### src/rtl/register_stack_param.sv
// register_stack_param
// Parameterised register stack. Entry 0 is the top of stack and is driven
// straight onto a, with entry 1 on b. Every cycle one operation is decoded
// from stackOP and applied at the rising edge of CLK. Overflow and underflow
// are reported through sticky flags. The data movement is always carried out
// in full, even when an op raises an error.
module register_stack_param #(
    parameter int WIDTH = 16,
    parameter int DEPTH = 64
) (
    input  logic                       CLK,
    input  logic                       reset,
    input  logic [2:0]                 stackOP,
    input  logic [WIDTH-1:0]           w,
    input  logic                       clr_err,
    output logic [WIDTH-1:0]           a,
    output logic [WIDTH-1:0]           b,
    output logic [$clog2(DEPTH+1)-1:0] count,
    output logic                       full,
    output logic                       empty,
    output logic                       ovf,
    output logic                       unf
);

    localparam int CW = $clog2(DEPTH + 1);

    localparam logic [2:0] OP_NOP     = 3'd0;
    localparam logic [2:0] OP_PUSH    = 3'd1;
    localparam logic [2:0] OP_REPLACE = 3'd2;
    localparam logic [2:0] OP_POP     = 3'd3;
    localparam logic [2:0] OP_POP2    = 3'd4;
    localparam logic [2:0] OP_SWAP    = 3'd5;
    localparam logic [2:0] OP_DUP     = 3'd6;
    localparam logic [2:0] OP_OVER    = 3'd7;

    localparam logic [CW-1:0] CNT_ZERO = '0;
    localparam logic [CW-1:0] CNT_ONE  = CW'(1);
    localparam logic [CW-1:0] CNT_TWO  = CW'(2);
    localparam logic [CW-1:0] CNT_MAX  = CW'(DEPTH);

    logic [WIDTH-1:0] stk     [DEPTH];
    logic [WIDTH-1:0] stk_nxt [DEPTH];
    logic [WIDTH-1:0] push_val;
    logic             is_push;
    logic [CW-1:0]    cnt;
    logic [CW-1:0]    cnt_nxt;
    logic             ovf_set;
    logic             unf_set;

    // The three push-type ops share a single shift-down path. Only the value
    // written into entry 0 differs between them.
    always_comb begin
        is_push  = 1'b0;
        push_val = w;
        case (stackOP)
            OP_PUSH: begin
                is_push  = 1'b1;
                push_val = w;
            end
            OP_DUP: begin
                is_push  = 1'b1;
                push_val = stk[0];
            end
            OP_OVER: begin
                is_push  = 1'b1;
                push_val = stk[1];
            end
            default: begin
                is_push  = 1'b0;
                push_val = w;
            end
        endcase
    end

    // Next contents of the storage array for the decoded op.
    always_comb begin
        for (int i = 0; i < DEPTH; i++) begin
            stk_nxt[i] = stk[i];
        end
        if (is_push) begin
            for (int i = DEPTH - 1; i > 0; i--) begin
                stk_nxt[i] = stk[i-1];
            end
            stk_nxt[0] = push_val;
        end else begin
            case (stackOP)
                OP_POP: begin
                    for (int i = 0; i < DEPTH - 1; i++) begin
                        stk_nxt[i] = stk[i+1];
                    end
                    stk_nxt[DEPTH-1] = '0;
                end
                OP_POP2: begin
                    for (int i = 0; i < DEPTH - 2; i++) begin
                        stk_nxt[i] = stk[i+2];
                    end
                    stk_nxt[DEPTH-2] = '0;
                    stk_nxt[DEPTH-1] = '0;
                end
                OP_REPLACE: begin
                    // Pop followed by an overwrite of the new top, so that
                    // b ends up holding the old entry 2.
                    for (int i = 1; i < DEPTH - 1; i++) begin
                        stk_nxt[i] = stk[i+1];
                    end
                    stk_nxt[DEPTH-1] = '0;
                    stk_nxt[0]       = w;
                end
                OP_SWAP: begin
                    stk_nxt[0] = stk[1];
                    stk_nxt[1] = stk[0];
                end
                default: begin
                    stk_nxt[0] = stk[0];
                end
            endcase
        end
    end

    // Occupancy update and error detection. Both are based on the count
    // value from before the op.
    always_comb begin
        cnt_nxt = cnt;
        ovf_set = 1'b0;
        unf_set = 1'b0;
        case (stackOP)
            OP_PUSH: begin
                ovf_set = (cnt == CNT_MAX);
                cnt_nxt = (cnt == CNT_MAX) ? CNT_MAX : cnt + CNT_ONE;
            end
            OP_DUP: begin
                ovf_set = (cnt == CNT_MAX);
                unf_set = (cnt == CNT_ZERO);
                cnt_nxt = (cnt == CNT_MAX) ? CNT_MAX : cnt + CNT_ONE;
            end
            OP_OVER: begin
                ovf_set = (cnt == CNT_MAX);
                unf_set = (cnt < CNT_TWO);
                cnt_nxt = (cnt == CNT_MAX) ? CNT_MAX : cnt + CNT_ONE;
            end
            OP_POP: begin
                unf_set = (cnt == CNT_ZERO);
                cnt_nxt = (cnt == CNT_ZERO) ? CNT_ZERO : cnt - CNT_ONE;
            end
            OP_POP2: begin
                unf_set = (cnt < CNT_TWO);
                cnt_nxt = (cnt < CNT_TWO) ? CNT_ZERO : cnt - CNT_TWO;
            end
            OP_REPLACE: begin
                // REPLACE always leaves at least the written word valid.
                unf_set = (cnt < CNT_TWO);
                cnt_nxt = (cnt <= CNT_TWO) ? CNT_ONE : cnt - CNT_ONE;
            end
            OP_SWAP: begin
                unf_set = (cnt < CNT_TWO);
            end
            OP_NOP: begin
                cnt_nxt = cnt;
            end
            default: begin
                cnt_nxt = cnt;
            end
        endcase
    end

    // Storage registers, cleared asynchronously.
    always_ff @(posedge CLK or posedge reset) begin
        if (reset) begin
            for (int i = 0; i < DEPTH; i++) begin
                stk[i] <= '0;
            end
        end else begin
            for (int i = 0; i < DEPTH; i++) begin
                stk[i] <= stk_nxt[i];
            end
        end
    end

    // Entry count register.
    always_ff @(posedge CLK or posedge reset) begin
        if (reset) begin
            cnt <= '0;
        end else begin
            cnt <= cnt_nxt;
        end
    end

    // Sticky error flags. A new error in the same cycle as clr_err wins
    // over the clear.
    always_ff @(posedge CLK or posedge reset) begin
        if (reset) begin
            ovf <= 1'b0;
            unf <= 1'b0;
        end else begin
            ovf <= (ovf & ~clr_err) | ovf_set;
            unf <= (unf & ~clr_err) | unf_set;
        end
    end

    assign a     = stk[0];
    assign b     = stk[1];
    assign count = cnt;
    assign full  = (cnt == CNT_MAX);
    assign empty = (cnt == CNT_ZERO);

endmodule

### config.mk
export PLATFORM = sky130hd
export DESIGN_NAME = register_stack_param
export DESIGN_NICKNAME = d
export VERILOG_FILES = /design/src/rtl/register_stack_param.sv
export SDC_FILE = /design/constraint.sdc
export NUM_CORES = 2
export LEC_CHECK = 0
export ABC_CLOCK_PERIOD_IN_PS = 96300
export BUFFER_PORTS_ARGS = -buffer_cell sky130_fd_sc_hd__buf_4
export CORE_ASPECT_RATIO = 2
export CORE_MARGIN = 5
export CORE_UTILIZATION = 40
export DETAILED_ROUTE_END_ITERATION = 10
export HOLD_SLACK_MARGIN = 0.15
export PLACE_DENSITY = 0.64
export SYNTH_ARGS = -nofsm -noshare
export SYNTH_HDL_FRONTEND = slang
export SYNTH_SLANG_ARGS = --single-unit
export TNS_END_PERCENT = 50
### constraint.sdc
create_clock -name CLK -period 96.3 [get_ports CLK]
set_input_delay 19.26 -clock CLK [delete_from_list [all_inputs] [get_ports CLK]]
set_output_delay 19.26 -clock CLK [all_outputs]
set_load 0.02 [all_outputs]
# Yosys cells after proc, flatten, opt, wreduce, memory -nomap -nowiden

Index checks and enable logic that the tools add are counted.

Flip-flop bits (word level): 1,033
Bits of input ports: 22
Output and inout port bits: 43
Logic and storage cells: 110

$add $sub $neg: 3
$lt $le $gt $ge: 2
Eq/ne operators: 9
Multiplexer cells: 13
Bitwise gates (word level): 5
Reduce and logical (&&, ||, !) cells: 11

Operators with widths:

| cell                                                           | count |
|---|---|
| one-hot mux 992 bit (2 select lines)                           | 1 |
| two-way mux 1024 bit                                           | 1 |
| one-hot mux 16 bit (3 select lines)                            | 2 |
| one-hot mux 16 bit (2 select lines)                            | 1 |
| two-way mux 7 bit                                              | 4 |
| one-hot mux 7 bit (4 select lines)                             | 1 |
| == test 3 bit, second input constant                           | 4 |
| nonzero test 4 bit                                             | 3 |
| adder 7 x 1 -> 7 bit, second input constant                    | 1 |
| == test 7 bit, second input constant                           | 1 |
| less-or-equal comparator 7 x 2 -> 1 bit, second input constant | 1 |
| zero test 7 bit                                                | 1 |
| less-than comparator 7 x 2 -> 1 bit, second input constant     | 1 |
| subtractor 7 x 1 -> 7 bit, second input constant               | 1 |
| subtractor 7 x 2 -> 7 bit, second input constant               | 1 |
| == test 3 x 2 -> 1 bit, second input constant                  | 2 |
| OR reduction 2 bit                                             | 3 |
| OR reduction 4 bit                                             | 1 |
| == test 3 x 1 -> 1 bit, second input constant                  | 1 |
| nonzero test 3 bit                                             | 1 |
| OR reduction 3 bit                                             | 1 |
| AND 1 bit                                                      | 2 |
| two-way mux 1 bit                                              | 2 |
| inequality test 2 bit, second input constant                   | 1 |
| 4 further kinds                                                | 5 |

# Longest topological paths before layout

Word-level depth: 5
Depth in mapped cells: 9
Gate-level depth less buffers: 7

# Worst setup path before layout

Ideal clock, no wire load.

Path type: register to output
Start: register cnt[1], in the netlist count[1]
End: output empty
Arrival: 1.598 ns
Data required time: 77.040 ns
Slack: 75.442 ns
Cell stages (with the launch flop): 5
Path buffers: 0
Cell sequence: dfrtp_1 > inv_1 > ha_1 > or3b_1 > nor2_1

Longest elaborated chain between the ends: 1

RTL lines:

| item                     | RTL line | source |
|---|---|---|
| start: declaration       | 45       | `logic [CW-1:0] cnt;` |
| start signal: assignment | 184      | `cnt <= cnt_nxt;` |
| zero test 7 bit          | 204      | `assign empty = (cnt == CNT_ZERO);` |
| end: declaration         | 20       | `output logic empty,` |

Every way passes these cells.

==> run_results.csv <==
group,metric,value,unit
run_status,status,"finished clean",
clocking,clock-sinks,1033,
sta,post-route-period-util,26.2,%
sta,setup_slack,71080,ps
sta,finalSetupTns,0,ps
yosys,yosysSeqAreaShare,43.1,%
routing,viasPerCell,6.56,
routing,drc,0,
routing,wl,166000,µm
sta,hold_viol_final,0,
global_route,antenna_found_initial,2,
sta,drv_slew,0,
sta,setup_viol,0,
yosys,syn_nets,6718,
clocking,numCtsBuffers,94,
yosys,synthFlopType,"dfrtp_1",
placed_design,port_buffers,64,
clocking,cts_setup_buffers,0,
sta,maxSlewHeadroom,13.7,%
critical_path,crit_arrival,25930,ps
final_layout,finalNonFillerCells,8134,
yosys,syn_avg_cell_area,8.97,µm²
power,switching_power,0.402,mW
placed_design,dp_cells,7964,
sta,clock_skew,23.7,ps
yosys,yosys.area_share.simple,7.46,%
global_route,grt_usage,19.9,%
yosys,synthMuxAreaShare,0.751,%
clocking,cts_resized,0,
routing,vias,53358,
power,combPwrFrac,20.0,%
power,seq_power_share,47.7,%
yosys,async_reset_ff_share,100,%
clocking,clk_latency,700,ps
global_route,grt_pass1_vias,50193,
power,power_frac_clock,32.3,%
clocking,clk_path_buf_depth,3,
critical_path,critPathCaptureType,"async pin",
final_layout,drive_above_1_share,5.35,%
floorplan,start_util,40.1,%
global_route,grt_first_pass_wirelength,272000,µm
final_layout,finalNetCount,6161,
worst_hold_path,hold_path_class,"reg2reg",
critical_path,crit_fanout,148,
clocking,path_clk_slew,60,ps
flow_run,drv_cap,0,
critical_path,cp-start-kind,"primary input",
clocking,postCtsHoldBufs,0,
power,p_int,0.827,mW
routing,detail_route.wl_per_cell,20.4,µm
yosys,ys_warn_count,0,
yosys,synth_compound_area_share,42.3,%
sta,rsz0062_at_grt,"no",
yosys,synth_top_family_by_area,"compound AO/OA/AOI/OAI gates",
floorplan,die-area,0.158,mm²
routing,drtIter0Drc,6169,
routing,antenna_left,0,
placed_design,hpwl,91200,µm
sta,tightest_slew,1290,ps
yosys,synth.distinct_cells,57,
floorplan,die_y,558,µm
global_route,grt_max_degree,277,
floorplan,ios,65,
yosys,synth_xor_area_share,0.102,%
yosys,synth-edff-count,0,
sta,clock.fmax,0.0396,GHz
power,peakVddDrop,0.0136,mV
floorplan,core_area,0.150,mm²
power,powerDensity,19.4,mW/mm²
final_layout,fill_cells,14632,
power,swShare,32.7,%
yosys,ys_ff_latch,1033,
critical_path,crit_type,"in2async",
floorplan,row_count,201,
yosys,netlist_instances,6689,
placed_design,post-place-ws,69980,ps
yosys,synth_area,0.0600,mm²
final_layout,area_growth,5.38,%
final_layout,final_util,42.3,%
placed_design,globalplace.congestion,0.786,
clocking,cts-root-buf,"clkbuf_16",
floorplan,fp.dieW,284,µm
critical_path,crit_required,97010,ps
clocking,cts_max_level,3,
clocking,cts_tree,"done",
sta,fin_crit,25220,ps
global_route,overflow,0,
power,leakage,25.1,nW
yosys,synth_fa_ha_area_share,0.146,%
routing,drtPass1Iterations,11,
==> per-layer routing <==
| layer | vias to the layer above | track usage (%) | wire [µm] |
|---|---|---|---|
| met4 | 0 | 7.36 | 5760 |
| met5 | - | 0 | 0 |
| met1 | 27075 | 26.0 | 70300 |
| met3 | 257 | 1.97 | 6860 |
| met2 | 1402 | 34.2 | 83100 |
| li1 | 24624 | - | - |
==> worst paths after layout <==
kind / end / startpoint / cells after the start / slack [ps]
hold reg to reg: ovf / ovf / 1 / 510
max in group CLK: stk[705] / stackOP[0] / 9 / 72220
hold / removal: ovf / ovf / 1 / 510
setup / recovery: stk[465] / reset / 9 / 71080
min in group asynchronous: stk[630] / reset / 2 / 18770
setup reg to reg: count[2] / count[2] / 7 / 93940
==> cells by family (layout without fill, tap and decap cells) <==
group,after synthesis,after routing
adder cells (fa/ha/maj),7,7
buffers and inverters,804,320
AO/OA/AOI/OAI,3904,3904
flip-flops,1033,1033
multiplexers,42,42
AND/OR/NAND/NOR,892,892
XOR/XNOR,7,7
other,0,1
==> sequential cells by signal (all words and copies together), names as in the netlist <==
name   cells
stk      992
a         16
b         16
count      7
ovf        1
unf        1
==> power groups by stage <==
stage | Combinational (mW) | Sequential, mW | Clock (mW)
5_1_grt | 0.276 | 0.595 | 0.424
3_3_place_gp | 0.239 | 0.590 | 0
2_1_floorplan | 0.205 | 0.561 | 0
3_5_place_dp | 0.246 | 0.591 | 0
4_1_cts | 0.247 | 0.584 | 0.409
6_report | 0.246 | 0.586 | 0.398
==> synthesized netlist by cell type (all sizes together) (16+ instances only) <==
cell    count  share of area, %
clkbuf    346               2.2
mux2       24              0.45
nand2      82              0.51
mux2i      18              0.30
o21ai     988               8.2
o211ai     50              0.63
o22ai      62              0.65
nor2b     368               3.8
buf       447               3.9
dfrtp    1033                43
a22o       35              0.51
nand2b     48              0.50
nor2      375               2.4
a21oi     783               6.5
a21o       16              0.20
a22oi    1466                18
o221ai     48              0.70
o21a       65              0.81
a211o     365               5.3
==> critical path: stages <==
cell	delay, ps
buf_4	130
inv_8	590
buf_4	780
buf_4	790
buf_4	800
buf_4	790
buf_4	830
buf_12	590
buf_4	760
==> metrics by stage <==
stage	power, mW	cell area [µm²]	hold slack [ps]
floorplan	0.766	60000	487
global placement	0.829	60100	494
detailed placement	0.837	60100	507
CTS	1.24	63200	521
global route	1.29	63200	544
finish	1.23	63200	512
==> cell type report <==
| cell class | instances | area, µm² | area share [%] |
|---|---|---|---|
| antenna | 1 | 2.50 | 0.00396 |
| timing repair buffer | 140 | 1210 | 1.92 |
| sequential | 1033 | 25800 | 40.9 |
| clock inverter | 26 | 334 | 0.528 |
| inverter | 11 | 56.3 | 0.0890 |
| tap | 1928 | 2410 | 3.81 |
| clock buffer | 143 | 2840 | 4.49 |
| multi-input combinational | 4852 | 30500 | 48.3 |
==> layout by cell type (no fill, tap or decap), types with 7 or more instances in the layout <==
master	synthesis	layout
o21a_1	65	65
o32ai_1	9	9
dfrtp_1	1033	1033
a22o_1	35	35
o221ai_1	48	48
a22oi_1	1466	1466
o21ai_0	679	679
a21oi_1	783	783
clkinv_2	0	15
buf_4	51	126
o21ai_1	309	308
clkbuf_1	344	22
mux2i_1	18	18
a21o_1	16	16
buf_12	0	11
nand2_1	82	80
clkbuf_16	0	97
nand2b_1	48	47
mux2_2	24	24
clkbuf_8	0	24
o211ai_1	49	49
nor2_1	372	371
bufinv_16	0	7
o22ai_1	62	62
ha_1	7	7
inv_1	10	8
nor2b_1	368	366
a211o_1	365	365
No activity file was read; power rests on OpenSTA's default activity.
